===== config.mk =====
export PLATFORM = sky130hd
export DESIGN_NAME = dcache_ctrl
export DESIGN_NICKNAME = d
export VERILOG_FILES = /design/src/rtl/dcache_pkg.sv /design/src/rtl/dcache_store.sv /design/src/rtl/dcache_ctrl.sv
export SDC_FILE = /design/constraint.sdc
export NUM_CORES = 1
export LEC_CHECK = 0
export BUFFER_PORTS_ARGS = -buffer_cell sky130_fd_sc_hd__buf_2
export CORE_MARGIN = 3
export CORE_UTILIZATION = 55
export DETAILED_ROUTE_END_ITERATION = 8
export PLACE_DENSITY_LB_ADDON = 0.08
export REMOVE_ABC_BUFFERS = 1
export SETUP_SLACK_MARGIN = 0.02
export SYNTH_ARGS = -nofsm -noshare
export SYNTH_HDL_FRONTEND = slang
export SYNTH_SLANG_ARGS = --single-unit
export TNS_END_PERCENT = 100

===== constraint.sdc =====
create_clock -name clk -period 11.1 [get_ports clk]
set_input_delay 1.11 -clock clk [delete_from_list [all_inputs] [get_ports clk]]
set_output_delay 1.11 -clock clk [all_outputs]
set_load 0.1 [all_outputs]

===== src/rtl/dcache_pkg.sv =====
// Shared definitions for the direct-mapped data cache controller.
// Holds the controller state encoding, the default geometry, the derived
// index/tag widths and a saturating increment used by the statistics counters.
package dcache_pkg;

    localparam int NUM_LINES_DEF = 16;
    localparam int ADDR_W_DEF    = 32;
    localparam int INDEX_W       = $clog2(NUM_LINES_DEF);
    localparam int TAG_W         = ADDR_W_DEF - INDEX_W;

    typedef enum logic [2:0] {
        IDLE,
        LOOKUP,
        FILL,
        WRITE_MEM,
        RESP
    } state_t;

    // Counters stick at all-ones instead of wrapping back to zero.
    function automatic logic [31:0] sat_inc(input logic [31:0] v);
        return (v == 32'hFFFF_FFFF) ? v : v + 32'd1;
    endfunction

endpackage


===== src/rtl/dcache_store.sv =====
// Line storage for the direct-mapped cache: data, tag and valid arrays.
// Ports:
//   clk_i, reset_i      : clock and synchronous active-high reset (valid bits only)
//   rd_idx_i            : combinational read index
//   rd_valid_o/tag/data : contents of the addressed line
//   wr_en_i, wr_idx_i   : single synchronous write port; a write also sets valid
//   wr_tag_i, wr_data_i : tag and data written into the line
module dcache_store
    import dcache_pkg::*;
#(
    parameter int NUM_LINES = NUM_LINES_DEF,
    parameter int IDX_W     = $clog2(NUM_LINES),
    parameter int TG_W      = ADDR_W_DEF - IDX_W
) (
    input  logic             clk_i,
    input  logic             reset_i,
    input  logic [IDX_W-1:0] rd_idx_i,
    output logic             rd_valid_o,
    output logic [TG_W-1:0]  rd_tag_o,
    output logic [31:0]      rd_data_o,
    input  logic             wr_en_i,
    input  logic [IDX_W-1:0] wr_idx_i,
    input  logic [TG_W-1:0]  wr_tag_i,
    input  logic [31:0]      wr_data_i
);

    logic [NUM_LINES-1:0] valid_q;
    logic [TG_W-1:0]      tag_q  [NUM_LINES];
    logic [31:0]          data_q [NUM_LINES];

    always_ff @(posedge clk_i) begin
        if (reset_i) begin
            valid_q <= '0;
        end else if (wr_en_i) begin
            valid_q[wr_idx_i] <= 1'b1;
        end
    end

    // Tags and data are meaningless until valid is set, so they carry no reset.
    always_ff @(posedge clk_i) begin
        if (wr_en_i) begin
            tag_q[wr_idx_i]  <= wr_tag_i;
            data_q[wr_idx_i] <= wr_data_i;
        end
    end

    assign rd_valid_o = valid_q[rd_idx_i];
    assign rd_tag_o   = tag_q[rd_idx_i];
    assign rd_data_o  = data_q[rd_idx_i];

endmodule


===== src/rtl/dcache_ctrl.sv =====
// Direct-mapped, write-through, write-allocate data cache controller.
// One 32-bit word per line; memory is always current, so evictions never
// write back.
// Ports:
//   clk, reset                 : clock and synchronous active-high reset
//   cpu_req/we/addr/wdata      : CPU request, held until cpu_ready
//   cpu_ready, cpu_rdata       : one-cycle completion pulse with read data
//   cache_hit, cache_miss      : one-cycle lookup result pulses
//   mem_req/we/addr/wdata      : memory request, held stable until mem_ack
//   mem_ack, mem_rdata         : memory completion pulse with read data
//   hit_count, miss_count      : saturating statistics counters
module dcache_ctrl
    import dcache_pkg::*;
#(
    parameter int NUM_LINES = NUM_LINES_DEF,
    parameter int ADDR_W    = ADDR_W_DEF
) (
    input  logic              clk,
    input  logic              reset,
    input  logic              cpu_req,
    input  logic              cpu_we,
    input  logic [ADDR_W-1:0] cpu_addr,
    input  logic [31:0]       cpu_wdata,
    output logic              cpu_ready,
    output logic [31:0]       cpu_rdata,
    output logic              cache_hit,
    output logic              cache_miss,
    output logic              mem_req,
    output logic              mem_we,
    output logic [ADDR_W-1:0] mem_addr,
    output logic [31:0]       mem_wdata,
    input  logic              mem_ack,
    input  logic [31:0]       mem_rdata,
    output logic [31:0]       hit_count,
    output logic [31:0]       miss_count
);

    localparam int IDX_W = $clog2(NUM_LINES);
    localparam int TG_W  = ADDR_W - IDX_W;

    state_t            state_q;
    logic [ADDR_W-1:0] addr_q;
    logic              we_q;
    logic [31:0]       wdata_q;
    logic [31:0]       rdata_q;
    logic              cpu_ready_q;
    logic              hit_q;
    logic              miss_q;
    logic              mem_req_q;
    logic              mem_we_q;
    logic [ADDR_W-1:0] mem_addr_q;
    logic [31:0]       mem_wdata_q;
    logic [31:0]       hit_cnt_q;
    logic [31:0]       miss_cnt_q;

    logic              line_valid;
    logic [TG_W-1:0]   line_tag;
    logic [31:0]       line_data;
    logic              lookup_hit;
    logic              wr_en_d;
    logic [31:0]       wr_data_d;

    wire [IDX_W-1:0] idx = addr_q[IDX_W-1:0];
    wire [TG_W-1:0]  tag = addr_q[ADDR_W-1:IDX_W];

    dcache_store #(
        .NUM_LINES (NUM_LINES),
        .IDX_W     (IDX_W),
        .TG_W      (TG_W)
    ) u_store (
        .clk_i      (clk),
        .reset_i    (reset),
        .rd_idx_i   (idx),
        .rd_valid_o (line_valid),
        .rd_tag_o   (line_tag),
        .rd_data_o  (line_data),
        .wr_en_i    (wr_en_d),
        .wr_idx_i   (idx),
        .wr_tag_i   (tag),
        .wr_data_i  (wr_data_d)
    );

    assign lookup_hit = line_valid && (line_tag == tag);

    // Line writes: write-allocate during LOOKUP of a write, refill when the
    // memory read completes. Suppressed under reset so an abandoned fill
    // leaves nothing behind.
    always_comb begin
        wr_en_d   = 1'b0;
        wr_data_d = mem_rdata;
        if (!reset) begin
            if (state_q == LOOKUP && we_q) begin
                wr_en_d   = 1'b1;
                wr_data_d = wdata_q;
            end else if (state_q == FILL && mem_ack) begin
                wr_en_d   = 1'b1;
            end
        end
    end

    always_ff @(posedge clk) begin
        if (reset) begin
            state_q     <= IDLE;
            cpu_ready_q <= 1'b0;
            hit_q       <= 1'b0;
            miss_q      <= 1'b0;
            mem_req_q   <= 1'b0;
            mem_we_q    <= 1'b0;
            hit_cnt_q   <= '0;
            miss_cnt_q  <= '0;
        end else begin
            cpu_ready_q <= 1'b0;
            hit_q       <= 1'b0;
            miss_q      <= 1'b0;
            unique case (state_q)
                IDLE: begin
                    if (cpu_req) begin
                        addr_q  <= cpu_addr;
                        we_q    <= cpu_we;
                        wdata_q <= cpu_wdata;
                        state_q <= LOOKUP;
                    end
                end
                LOOKUP: begin
                    // Captured once here so it stays fixed for the whole request.
                    mem_addr_q <= addr_q;
                    if (we_q) begin
                        hit_q       <= lookup_hit;
                        if (lookup_hit) hit_cnt_q <= sat_inc(hit_cnt_q);
                        mem_req_q   <= 1'b1;
                        mem_we_q    <= 1'b1;
                        mem_wdata_q <= wdata_q;
                        state_q     <= WRITE_MEM;
                    end else if (lookup_hit) begin
                        hit_q       <= 1'b1;
                        hit_cnt_q   <= sat_inc(hit_cnt_q);
                        rdata_q     <= line_data;
                        cpu_ready_q <= 1'b1;
                        state_q     <= RESP;
                    end else begin
                        miss_q      <= 1'b1;
                        miss_cnt_q  <= sat_inc(miss_cnt_q);
                        mem_req_q   <= 1'b1;
                        mem_we_q    <= 1'b0;
                        state_q     <= FILL;
                    end
                end
                FILL: begin
                    if (mem_ack) begin
                        rdata_q     <= mem_rdata;
                        mem_req_q   <= 1'b0;
                        cpu_ready_q <= 1'b1;
                        state_q     <= RESP;
                    end
                end
                WRITE_MEM: begin
                    if (mem_ack) begin
                        mem_req_q   <= 1'b0;
                        mem_we_q    <= 1'b0;
                        cpu_ready_q <= 1'b1;
                        state_q     <= RESP;
                    end
                end
                RESP: begin
                    // cpu_ready is high for this single cycle.
                    state_q <= IDLE;
                end
                default: state_q <= IDLE;
            endcase
        end
    end

    assign cpu_ready  = cpu_ready_q;
    assign cpu_rdata  = rdata_q;
    assign cache_hit  = hit_q;
    assign cache_miss = miss_q;
    assign mem_req    = mem_req_q;
    assign mem_we     = mem_we_q;
    assign mem_addr   = mem_addr_q;
    assign mem_wdata  = mem_wdata_q;
    assign hit_count  = hit_cnt_q;
    assign miss_count = miss_cnt_q;

endmodule


==> impl_metrics.tcl <==
set metrics [dict create \
    nNetsFinal 2713 \
    cpPeakStageDelay_ns 0.77 \
    cts.repair.resized 0 \
    critPathRequiredTime_ns 11.41 \
    ys_ff_latch 1213 \
    status "finished clean" \
    worst-path-buf-inv 3 \
    rows 106 \
    rr_worst_depth 12 \
    hold_buffers 0 \
    clock_skew_ns 0.0275 \
    grt_max_degree 118 \
    fmax_mhz 171 \
    antenna_found_initial 2 \
    cts_buffer_depth 3 \
    crit_path_end_kind "register" \
    synth-edff-count 1121 \
    port-buffer-count 265 \
    dp_hpwl_mm 57.2 \
    drv_cap 0 \
    vdd_drop_max_mv 0.144 \
    whs_path_depth 0 \
    track_usage_pct 24.2 \
    r2r_end "cpu_rdata[27]$_DFFE_PP_" \
    combPwrFrac_pct 7.5 \
    p_switching_w 0.00218 \
    drt_wl_total_mm 107 \
    synthFlopType "edfxtp_1" \
    p_leak_nw 17.6 \
    viasPerCell 6.14 \
    seq_power_share_pct 52.1 \
    hold_path.class "reg2reg" \
    dr.first_iter.drc_count 2104 \
    cts_made_buffers 118 \
    yosys.area.top_type "edfxtp_1" \
    tritoncts "built" \
    initial_core_util_pct 55.8 \
    io_pins 266 \
    worstHoldStart "wdata_q[20]$_DFFE_PP_" \
    synth_cells 2292 \
    ys_async_sr_fraction_pct 0 \
    layout_setup_ws_ns 5.27 \
    hold_violations 0 \
    insertion_delay_ns 0.70 \
    vias 23600 \
    cts_sinks 1213 \
    p_clk_share_pct 40.4 \
    grt_pass1_vias 24400 \
    yosysMostFrequentCell "edfxtp_1" \
    timing_max_transition_violations_final 0 \
    place_worst_setup_slack_ns 5.27 \
    critical-path-top-delay-family "buffers and inverters" \
    finalWeightedCongestion 0.807 \
    cp_cell_sequence "buf_12 -> mux4_2 -> mux4_2 -> xor2_1 -> nor3_1 -> nand3b_1 -> nor4_1 -> and3_2 -> buf_4 -> nand2_1 -> a221oi_4 -> buf_4" \
    synth_commonest_cells "1121 x edfxtp_1, 253 x mux4_2, 97 x nor2_1, 92 x dfxtp_1, 92 x mux2_2" \
    routedWlPerCell_um 27.9 \
    first_pass_iters 5 \
    setup_viol 0 \
    synthTopCellsByArea "edfxtp_1 72%, mux4_2 12%, dfxtp_1 3.9%, mux2_2 2.2%, mux2i_1 1.1%" \
    p_int_w 0.00766 \
    path_clk_slew_ns 0.06 \
    dp_cells 3624 \
    placed_area_um2 49700 \
    power_density_nw_per_um2 184 \
    coreArea_um2 84100 \
    crit_path_top_delay_cell "dfxtp_4" \
    instances_no_fill 3847 \
    yosys_warnings 0 \
    fin_setup_tns_ns 0 \
    root_buffer "clkbuf_16" \
    grt_pass1_wl_mm 160 \
    gr-total-overflow 0 \
    ys_types 64 \
    r2r_slack_ns 5.27 \
    rsz0062_at_grt "no" \
    worst_pin_slew_ns 1.31 \
    die_area_um2 88800 \
    drc 0 \
    syn_to_final_growth_pct 14.1 \
    p_sw_share_pct 22.1 \
    die_x_um 298 \
    min_to "mem_wdata[20]$_DFFE_PP_" \
    cts_setup_buffers 0 \
    fillers 5841 \
    slew_headroom_pct 12.4 \
    post-route-cell-area_um2 53500 \
    cp_max_fo 106 \
    drtAntennaViolNets 0 \
    synth_area_um2 46900 \
    path_class "reg2reg" \
    arrival_ns 6.14 \
    synth_area_per_cell_um2 20.5 \
    htree_levels 3 \
    synth_seq_area_share_pct 75.7 \
    die-height_um 298 \
    min_period_ns 5.83 \
    layout-drive-gt1-share_pct 32.2 \
    fin_crit_sh_pct 52.5 \
    synth_top_area_share_pct 71.8 \
    worst_setup_path_start_kind "register" \
]
## placed cells by master, fill, tap and decap left out, types with 14 or more instances in the layout
master     synthesis  final
a21oi_1           42     42
a22oi_1           27     27
and3_1            20     19
buf_2             25    264
buf_4              4     49
bufinv_16          0     14
clkbuf_1          55     19
clkbuf_16          0    119
clkinv_1           0     30
clkinv_2           0     24
dfxtp_1           92     88
edfxtp_1        1121   1121
mux2_2            92     92
mux2i_1           53     53
mux4_2           253    253
nand2_1           37     36
nand3_1           44     44
nand4_1           20     20
nor2_1            97     83
nor2_4             0     14
nor2b_1           33     33
nor3_1            19     15
o21ai_0           16     16
o31ai_1           16     16
or3_1             16     16
or4_1             20     20
xor2_1            15     15
## final cells by class
cell class	instances	area, µm²	area share (%)
Clock inverter	82	767	1.43
Timing Repair Buffer	315	1730	3.23
Sequential cell	1213	35500	66.4
Antenna cell	1	2.50	0.00468
Clock buffer	140	3080	5.75
Tap cell	1134	1420	2.65
Multi-Input combinational cell	947	10900	20.4
Inverter	15	56.3	0.105
## sequential cells by signal, indices dropped and copies added (netlist names), 3 cells and up, named ones only
| register | count |
|---|---|
| u_store.tag_q | 448 |
| mem_wdata | 32 |
| miss_count | 32 |
| wdata_q | 32 |
| u_store.valid_q | 16 |
| hit_count | 32 |
| u_store.data_q | 512 |
| addr_q | 32 |
| state_q | 3 |
| mem_addr | 32 |
| cpu_rdata | 32 |
## logic make-up (layout without fill, tap and decap cells)
kind of cell,Yosys count,count (layout),synth area share [%]
adder cells (fa/ha/maj),2,2,0.0533
flip-flops,1213,1213,75.7
multiplexers,412,412,16.2
XOR/XNOR,28,28,0.523
AND/OR/NAND/NOR,359,359,4.08
other,0,1,0
AO/OA/AOI/OAI,146,146,2.17
buffers and inverters,132,552,1.30
## metal layers
metal	part of all wire, %	GRT usage, %
met5	0.030	0
met4	2.7	6.93
met3	5.9	3.82
met2	50	40.4
met1	41	33.6
## power groups by stage
stage	sequential, W	combinational [W]	clock [W]
3_3_place_gp	0.00522	0.000735	0
4_1_cts	0.00513	0.000750	0.00404
2_1_floorplan	0.00535	0.000471	0
5_1_grt	0.00513	0.000788	0.00423
6_report	0.00513	0.000738	0.00397
3_5_place_dp	0.00523	0.000747	0
## worst max path at each step
stage,start,to,slack [ns],depth (start not counted)
5_1_grt,register,cpu_rdata[28]$_DFFE_PP_,4.94,12
2_1_floorplan,register,cpu_rdata[0]$_DFFE_PP_,-2.42,9
4_1_cts,register,cpu_rdata[27]$_DFFE_PP_,5.23,12
3_5_place_dp,register,cpu_rdata[29]$_DFFE_PP_,5.27,12
3_3_place_gp,register,cpu_rdata[12]$_DFFE_PP_,5.34,12
6_report,register,cpu_rdata[27]$_DFFE_PP_,5.27,12
## metrics by stage
step | hold slack [ns] | power (W) | util, %
2_1_floorplan | 0.422 | 0.00582 | -
3_3_place_gp | 0.430 | 0.00596 | 59.1
3_5_place_dp | 0.434 | 0.00597 | 59.1
4_1_cts | 0.451 | 0.00992 | 63.6
5_1_grt | 0.466 | 0.0101 | 63.6
6_report | 0.452 | 0.00984 | 63.6
(Power assumes the default switching activity.)
